## config.mk

```make
export PLATFORM = sky130hd
export DESIGN_NAME = ocp_burst_slave_mem
export DESIGN_NICKNAME = d
export VERILOG_FILES = /design/src/rtl/ocp_burst_slave_mem.sv
export SDC_FILE = /design/constraint.sdc
export NUM_CORES = 2
export LEC_CHECK = 0
export ABC_AREA = 1
export CORE_UTILIZATION = 40
export CTS_BUF_LIST = sky130_fd_sc_hd__clkbuf_4
export DETAILED_ROUTE_END_ITERATION = 12
export PLACE_DENSITY_LB_ADDON = 0.05
export SYNTH_ARGS = -nofsm -noshare
export SYNTH_HDL_FRONTEND = slang
export SYNTH_SLANG_ARGS = --single-unit
```

## constraint.sdc

```tcl
create_clock -name clk -period 4.1 [get_ports clk]
set_clock_uncertainty 0.1 [all_clocks]
set_input_delay 0.41 -clock clk [delete_from_list [all_inputs] [get_ports clk]]
set_output_delay 0.41 -clock clk [all_outputs]
set_load 0.02 [all_outputs]
```

## src/rtl/ocp_burst_slave_mem.sv

```systemverilog
// OCP slave target: tagged burst commands are queued and then executed in order against a word memory.
// Define OCP_WRAP_BURST_EN to support WRAP bursts (m_burst_seq 3'b010) with power-of-two lengths.
module ocp_burst_slave_mem #(
  parameter int TAGI_WIDTH = 5,
  parameter int INFO_WIDTH = 4,
  parameter int BLEN_WIDTH = 4,
  parameter int DATA_WIDTH = 32,
  parameter int ADDR_WIDTH = 5,
  parameter int CMDQ_DEPTH = 4
) (
  input  logic                    clk,
  input  logic                    rst_n,
  input  logic [ADDR_WIDTH-1:0]   m_addr,
  input  logic [BLEN_WIDTH-1:0]   m_burst_lenght,
  input  logic [2:0]              m_burst_seq,
  input  logic [DATA_WIDTH/8-1:0] m_byteen,
  input  logic [2:0]              m_cmd,
  input  logic [DATA_WIDTH-1:0]   m_data,
  input  logic [DATA_WIDTH/8-1:0] m_data_byteen,
  input  logic                    m_data_last,
  input  logic [TAGI_WIDTH-1:0]   m_data_tagid,
  input  logic                    m_data_valid,
  input  logic [INFO_WIDTH-1:0]   m_req_info,
  input  logic                    m_resp_accept,
  input  logic [TAGI_WIDTH-1:0]   m_tagid,
  output logic                    s_cmd_accept,
  output logic [DATA_WIDTH-1:0]   s_data,
  output logic                    s_data_accept,
  output logic [1:0]              s_resp,
  output logic                    s_resp_last,
  output logic [TAGI_WIDTH-1:0]   s_tagid
);

  localparam int PTR_W  = $clog2(CMDQ_DEPTH);
  localparam int NBYTES = DATA_WIDTH / 8;

  localparam logic [2:0] CMD_WR   = 3'b001;
  localparam logic [2:0] CMD_RD   = 3'b010;
  localparam logic [2:0] SEQ_INCR = 3'b000;
  localparam logic [1:0] RESP_NULL = 2'b00;
  localparam logic [1:0] RESP_DVA  = 2'b01;
  localparam logic [1:0] RESP_ERR  = 2'b11;

  typedef enum logic [1:0] {ST_IDLE, ST_WDATA, ST_RRESP, ST_WRESP} state_t;

  // blen holds the effective beat count; ok/wrap are the burst-sequence decode done at push time.
  typedef struct packed {
    logic [2:0]            cmd;
    logic [ADDR_WIDTH-1:0] addr;
    logic [BLEN_WIDTH-1:0] blen;
    logic                  ok;
    logic                  wrap;
    logic [TAGI_WIDTH-1:0] tag;
  } cmd_entry_t;

  cmd_entry_t            cmdq_mem [CMDQ_DEPTH];
  logic [DATA_WIDTH-1:0] mem [2**ADDR_WIDTH];

  logic [PTR_W-1:0]      wr_ptr_q, rd_ptr_q;
  logic [PTR_W:0]        count_q;
  logic                  queue_full, queue_empty, push, pop;
  logic [BLEN_WIDTH-1:0] push_blen;
  logic                  push_ok, push_wrap;
  cmd_entry_t            push_entry, head;

  state_t                state_q, state_d;
  cmd_entry_t            cur_q, cur_d;
  logic [BLEN_WIDTH-1:0] beat_q, beat_d;
  logic                  err_q, err_d;
  logic [1:0]            resp_q, resp_d;
  logic [DATA_WIDTH-1:0] rdata_q, rdata_d;
  logic                  last_q, last_d;
  logic [TAGI_WIDTH-1:0] tag_q, tag_d;

  logic                  mem_we, wbeat_tag_ok, wbeat_last;
  logic [ADDR_WIDTH-1:0] mem_waddr;
  logic                  unused_inputs;

  assign unused_inputs = ^{m_byteen, m_req_info};

  // Wrap bursts keep the upper address bits fixed; INCR uses an all-ones mask and wraps at the memory top.
  function automatic logic [ADDR_WIDTH-1:0] beat_addr(input cmd_entry_t e,
                                                      input logic [BLEN_WIDTH-1:0] beat);
    logic [ADDR_WIDTH-1:0] incr, mask;
    incr = e.addr + ADDR_WIDTH'(beat);
    mask = e.wrap ? ADDR_WIDTH'(e.blen - 1'b1) : '1;
    return (e.addr & ~mask) | (incr & mask);
  endfunction

  assign push_blen = (m_burst_lenght == '0) ? BLEN_WIDTH'(1) : m_burst_lenght;
`ifdef OCP_WRAP_BURST_EN
  assign push_wrap = (m_burst_seq == 3'b010);
  assign push_ok   = (m_burst_seq == SEQ_INCR) ||
                     (push_wrap && ((push_blen & (push_blen - 1'b1)) == '0));
`else
  assign push_wrap = 1'b0;
  assign push_ok   = (m_burst_seq == SEQ_INCR);
`endif

  assign queue_full   = (count_q == (PTR_W+1)'(CMDQ_DEPTH));
  assign queue_empty  = (count_q == '0);
  assign s_cmd_accept = rst_n && !queue_full;
  assign push         = (m_cmd != 3'b000) && s_cmd_accept;
  assign pop          = (state_q == ST_IDLE) && !queue_empty;
  assign head         = cmdq_mem[rd_ptr_q];
  assign push_entry   = '{cmd: m_cmd, addr: m_addr, blen: push_blen, ok: push_ok,
                          wrap: push_wrap, tag: m_tagid};

  // NOTE: storage arrays carry no reset; only the pointers and count qualify their contents.
  always_ff @(posedge clk) begin
    if (push) cmdq_mem[wr_ptr_q] <= push_entry;
  end

  // NOTE: sequential state uses non-blocking assignments so every flop samples pre-edge values.
  always_ff @(posedge clk or negedge rst_n) begin
    if (!rst_n) begin
      wr_ptr_q <= '0;
      rd_ptr_q <= '0;
      count_q  <= '0;
    end else begin
      if (push) wr_ptr_q <= wr_ptr_q + 1'b1;
      if (pop)  rd_ptr_q <= rd_ptr_q + 1'b1;
      count_q <= count_q + (PTR_W+1)'(push) - (PTR_W+1)'(pop);
    end
  end

  assign wbeat_tag_ok  = (m_data_tagid == cur_q.tag);
  assign wbeat_last    = (beat_q == cur_q.blen - 1'b1);
  assign mem_waddr     = beat_addr(cur_q, beat_q);
  assign s_data_accept = (state_q == ST_WDATA);

  // NOTE: every variable gets a default first so no path can infer a latch.
  always_comb begin
    state_d = state_q;
    cur_d   = cur_q;
    beat_d  = beat_q;
    err_d   = err_q;
    resp_d  = resp_q;
    rdata_d = rdata_q;
    last_d  = last_q;
    tag_d   = tag_q;
    mem_we  = 1'b0;
    unique case (state_q)
      ST_IDLE: begin
        if (!queue_empty) begin
          cur_d  = head;
          beat_d = '0;
          err_d  = 1'b0;
          tag_d  = head.tag;
          if (head.cmd == CMD_WR) begin
            state_d = ST_WDATA;
          end else if (head.cmd == CMD_RD) begin
            state_d = ST_RRESP;
            resp_d  = head.ok ? RESP_DVA : RESP_ERR;
            rdata_d = head.ok ? mem[beat_addr(head, '0)] : '0;
            last_d  = (head.blen == BLEN_WIDTH'(1));
          end else begin
            state_d = ST_WRESP;
            resp_d  = RESP_ERR;
            last_d  = 1'b1;
          end
        end
      end
      ST_WDATA: begin
        if (m_data_valid) begin
          mem_we = wbeat_tag_ok && cur_q.ok;
          err_d  = err_q || !wbeat_tag_ok || !cur_q.ok || (m_data_last != wbeat_last);
          if (wbeat_last) begin
            state_d = ST_WRESP;
            resp_d  = err_d ? RESP_ERR : RESP_DVA;
            last_d  = 1'b1;
          end else begin
            beat_d = beat_q + 1'b1;
          end
        end
      end
      ST_RRESP: begin
        if (m_resp_accept) begin
          if (last_q) begin
            state_d = ST_IDLE;
            resp_d  = RESP_NULL;
            last_d  = 1'b0;
          end else begin
            beat_d  = beat_q + 1'b1;
            rdata_d = cur_q.ok ? mem[beat_addr(cur_q, beat_d)] : '0;
            last_d  = (beat_d == cur_q.blen - 1'b1);
          end
        end
      end
      ST_WRESP: begin
        if (m_resp_accept) begin
          state_d = ST_IDLE;
          resp_d  = RESP_NULL;
          last_d  = 1'b0;
        end
      end
      default: state_d = ST_IDLE;
    endcase
  end

  always_ff @(posedge clk or negedge rst_n) begin
    if (!rst_n) begin
      state_q <= ST_IDLE;
      cur_q   <= '0;
      beat_q  <= '0;
      err_q   <= 1'b0;
      resp_q  <= RESP_NULL;
      rdata_q <= '0;
      last_q  <= 1'b0;
      tag_q   <= '0;
    end else begin
      state_q <= state_d;
      cur_q   <= cur_d;
      beat_q  <= beat_d;
      err_q   <= err_d;
      resp_q  <= resp_d;
      rdata_q <= rdata_d;
      last_q  <= last_d;
      tag_q   <= tag_d;
    end
  end

  always_ff @(posedge clk) begin
    if (mem_we) begin
      for (int b = 0; b < NBYTES; b++) begin
        if (m_data_byteen[b]) mem[mem_waddr][b*8 +: 8] <= m_data[b*8 +: 8];
      end
    end
  end

  assign s_resp      = resp_q;
  assign s_data      = rdata_q;
  assign s_resp_last = last_q;
  assign s_tagid     = tag_q;

endmodule

```

* After elaboration in Yosys (flattened, before gate mapping)
Memory sizes are Yosys's and may differ from the RTL's.
Index checks and enable logic that the tools add are counted.
W data, S select, Z words.
** Storage, ports and cells
- Memories :: 2
- Input bits :: 74
- Bits in writable memories :: 1096
- Output and inout port bits :: 42
- Word-level logic and storage cells :: 146
- Register bits after elaboration :: 65
** Memory list
- mem :: depth 32, bits a word 32, read ports 2, clocked after Yosys merged registers in 0, write ports 1, RTL line 57 : logic [DATA_WIDTH-1:0] mem [2**ADDR_WIDTH];
- cmdq_mem :: depth 4, bits a word 18, read ports 1, clocked after Yosys merged registers in 0, write ports 1, RTL line 56 : cmd_entry_t cmdq_mem [CMDQ_DEPTH];
** Cells by class
- Reductions and logical operators :: 26
- Equal/unequal tests :: 21
- Bitwise operators :: 11
- Mux-type cells :: 62
- Add/sub/neg operators :: 10
** Operators by type and width (count)
- $mux W32 :: 7
- $pmux W32 S2 :: 1
- $mux W2 :: 14
- $mux W1 :: 27
- $and A5 B5 Y5 :: 5
- $mux W4 :: 6
- $reduce_and A6 Y1 :: 4
- $ne A2 B2 Y1 const B :: 8
- $pmux W2 S4 :: 2
- $or A5 B5 Y5 :: 3
- $pmux W4 S3 :: 1
- $add A5 B4 Y5 :: 2
- $mux W5 :: 2
- $not A5 Y5 :: 2
- $sub A4 B1 Y5 const B :: 2
- $eq A4 B4 Y1 :: 2
- $reduce_and A7 Y1 :: 1
- $logic_not A3 Y1 :: 2
- $reduce_bool A3 Y1 :: 2
- $eq A5 B5 Y1 :: 1
- $add A2 B1 Y2 const B :: 2
- $add A4 B1 Y4 const B :: 1
- $eq A2 B2 Y1 const B :: 2
- $eq A4 B1 Y1 const B :: 1
- other kinds (20) :: 30

* Longest topological paths before layout
An unclocked memory read counts as a cell.
- Word-level depth :: 12
- Mapped depth :: 17
- Mapped depth without buffers :: 14

* Worst setup path after synthesis
OpenSTA, ideal clock, no wires.
- Path type :: reg2reg
- Start point :: register beat_q[0]
- End point :: memory mem[27][10] (enable)
- Setup time :: 0.370 ns
- Clock period less this slack :: 2.891 ns
- Data required time :: 3.630 ns
- Arrival :: 2.420 ns
- Stages on the path, launching flop included :: 10
- Setup slack :: 1.209 ns
- Buffers on the path :: 0
- Cell sequence :: dfrtp_1 > ha_1 > fa_1 > a21oi_1 > o21bai_1 > xor2_1 > inv_1 > nor3_1 > nand2_1 > nor2_1
** On the way
- Word-level cells in the longest chain between the ends :: 3
** Ends and longest elaborated chain
- start, declared :: RTL line 68 : logic [BLEN_WIDTH-1:0] beat_q, beat_d;
- start signal, assigned :: RTL line 214 : beat_q <= beat_d;
- $add A5 B4 Y5 :: RTL line 85 : incr = e.addr + ADDR_WIDTH'(beat);
- $and A5 B5 Y5 :: RTL line 87 : return (e.addr & ~mask) | (incr & mask);
- $or A5 B5 Y5 :: RTL line 87
- end, declared :: RTL line 57
Every way passes these cells.

* Worst setup path in the final report
- Start point :: register beat_q[0]
- End point :: memory mem[8][12] (enable)
Same word-level chain as after synthesis.

==> results.json <==
{
  "maxSlewHeadroom_pct": 11.8,
  "rsz0062_at_grt": "no",
  "end_kind": "flip-flop",
  "wl_mm": 233,
  "synth.avg_cell_area_um2": 9.01,
  "cts.clk_slew.worst_paths_ns": 0.06,
  "clk_latency_ns": 1.30,
  "cap_violations": 0,
  "synth_common_cells": "nand3_1 (2251), nand2_1 (1873), edfxtp_1 (1096)",
  "hp-class": "in2reg",
  "r2r_end": "mem[8][12]",
  "layout.nets": 6968,
  "cp_data_required_time_ns": 4.88,
  "r2r_setup_slack_ns": 0.20,
  "die_w_um": 385,
  "cpLargestDelayFamily": "simple AND/OR/NAND/NOR gates",
  "num_rows": 140,
  "cts-root-buf": "clkbuf_4",
  "ys_types": 35,
  "drv_slew": 0,
  "drtPass1Iterations": 7,
  "area_delta_synth_final_pct": 15.8,
  "cts_made_buffers": 337,
  "period_share_pct": 95.1,
  "drtIter0Drc": 5642,
  "wl_per_cell_um": 25.8,
  "rr_startpoint": "beat_q[0]",
  "synth-seq-cells": 1160,
  "cts_max_level": 5,
  "path_cells": "ha_1, fa_1, a21oi_1, o21bai_1, xor2_2, nor3_1, nand2_1, nor2_1",
  "detail-route-antenna-nets": 0,
  "die_h_um": 385,
  "critPathLaunch": "beat_q[0]",
  "netlist.area_leader.share_pct": 55.9,
  "via_count": 52100,
  "cts_setup_buffers": 0,
  "crit_type": "reg2reg",
  "hold_depth": 2,
  "start_util_pct": 40.4,
  "drive_above_1_share_pct": 12.9,
  "synth.top_cells.by_area": "edfxtp_1 (56%), nand3_1 (19%), nand2_1 (12%)",
  "setup_viol": 0,
  "core_um2": 146000,
  "ios": 116,
  "cts_num_sinks": 1160,
  "dp_hpwl_mm": 139,
  "seq_area_frac_synth_pct": 58.7,
  "grt_max_degree": 121,
  "rr_worst_depth": 8,
  "whs_ns": 0.171,
  "fin_cells": 9025,
  "cts.path.max_buffers": 4,
  "hold_viol_final": 0,
  "cts_tree": "done",
  "io_buffers": 107,
  "netlist_area_um2": 58800,
  "routed_via_density": 5.78,
  "worst_pin_slew_ns": 1.32,
  "cp_max_fo": 8,
  "antenna_found_initial": 12,
  "crit_buf_inv": 0,
  "die_area_um2": 149000,
  "gp_congestion": 0.865,
  "async_flop_share_pct": 5.52,
  "syn_nets": 6628,
  "grt_first_pass_wirelength_mm": 336,
  "synth-edff-count": 1096,
  "grt_usage_pct": 31.0,
  "critPathMaxStageDelay_ns": 1.00,
  "period_needed_ns": 3.90,
  "fin_setup_tns_ns": 0,
  "slowest_stage": "nor2_1",
  "globalRouteOverflowTotal": 0,
  "hp-start": "m_tagid[3]",
  "max_freq_mhz": 257,
  "min_to": "cmdq_mem[0][3]",
  "synthCells": 6529,
  "drcViolationCount": 0,
  "synth_top_cell_by_area": "edfxtp_1",
  "first_global_vias": 49600,
  "synth-main-ff-cell": "edfxtp_1",
  "status": "finished, final reports clean",
  "yosysWarnings": 0,
  "arrival_ns": 4.68,
  "yosys.cell_count.top_type": "nand3_1",
  "dp_cells": 8390,
  "cp-start-kind": "flip-flop"
}
==> timing repair <==
action	CTS	global route
gates resized for setup	0	1
endpoints found under the hold margin	1139	0
endpoints found under the setup margin	0	110
hold buffers	57	0
==> worst register-to-register path, cell delays in order, from the launching register on <==
cell	delay, ns
dfrtp_1	0.44
ha_1	0.24
fa_1	0.40
a21oi_1	0.14
o21bai_1	0.11
xor2_2	0.24
nor3_1	0.36
nand2_1	0.46
nor2_1	1.00
==> layout make-up <==
type	instances	area, µm²
clock buffer	503	3780
tap	1917	2400
sequential	1160	34500
antenna	6	15.0
multi-input combinational	4651	21300
inverter	185	723
clock inverter	69	292
timing repair buffer	534	5080
fill	14100	77600
==> metrics by stage <==
| step | instance area (µm²) | setup slack [ns] | utilization (%) |
|---|---|---|---|
| 2_1_floorplan | 58800 | 1.21 | - |
| 3_3_place_gp | 63400 | 0.202 | 43.5 |
| 3_5_place_dp | 63400 | 0.205 | 43.5 |
| 4_1_cts | 68100 | 0.174 | 46.7 |
| 5_1_grt | 68100 | 0.0865 | 46.7 |
| 6_report | 68100 | 0.202 | 46.7 |
==> flip-flops by register name (all words and copies together) (netlist names), 3 cells and up <==
signal    count
beat_q        4
cmdq_mem     72
count_q       3
cur_q        10
mem        1024
s_data       32
s_tagid       5
==> cell families (layout without fill, tap and decap cells) <==
kind of cell | Yosys count | after routing | synth area share [%]
XOR/XNOR | 22 | 22 | 0.340
flip-flops | 1160 | 1160 | 58.7
adder cells (fa/ha/maj) | 25 | 25 | 0.570
buffers and inverters | 718 | 1291 | 5.40
AO/OA/AOI/OAI | 272 | 272 | 2.44
other | 0 | 6 | 0
AND/OR/NAND/NOR | 4332 | 4332 | 32.6
==> placed cells by master (no fill, tap or decap), drive strengths merged <==
cell type | Yosys | routed
diode | 0 | 6
a31oi | 4 | 4
o211ai | 1 | 1
edfxtp | 1096 | 1096
a21oi | 130 | 130
nand2 | 1875 | 1875
fa | 3 | 3
clkinv | 2 | 67
xor2 | 17 | 17
o31ai | 12 | 12
nor3 | 13 | 13
dfrtp | 64 | 64
nand3b | 9 | 9
o22ai | 5 | 5
clkdlybuf4s50 | 0 | 102
ha | 22 | 22
o21ai | 113 | 113
nor2 | 175 | 175
inv | 183 | 186
nand4 | 3 | 3
clkbuf | 168 | 503
o22a | 2 | 2
bufinv | 0 | 1
or2 | 3 | 3
buf | 365 | 375
o21bai | 1 | 1
xnor2 | 5 | 5
nand3 | 2254 | 2254
dlygate4sd3 | 0 | 57
a211oi | 1 | 1
a32o | 3 | 3
==> metal layers <==
metal	vias up	track usage, %	wire [µm]
li1	23700	-	-
met1	25100	42.8	97200
met2	2854	46.8	104000
met3	489	6.80	22600
met4	2	13.4	9050
met5	-	0	9
==> worst max-delay path by stage <==
stage             endpoint  slack [ns]  cells past startpoint
6_report        mem[8][12]        0.20                      8
5_1_grt          s_data[1]        0.09                     14
4_1_cts         mem[16][8]        0.17                     10
3_5_place_dp    mem[24][2]        0.20                     10
3_3_place_gp    mem[24][2]        0.20                     10
2_1_floorplan  mem[27][10]        1.21                      9
Power is not shown: default switching activity piles up to over one toggle a cycle in this logic, so the estimate is an artifact.
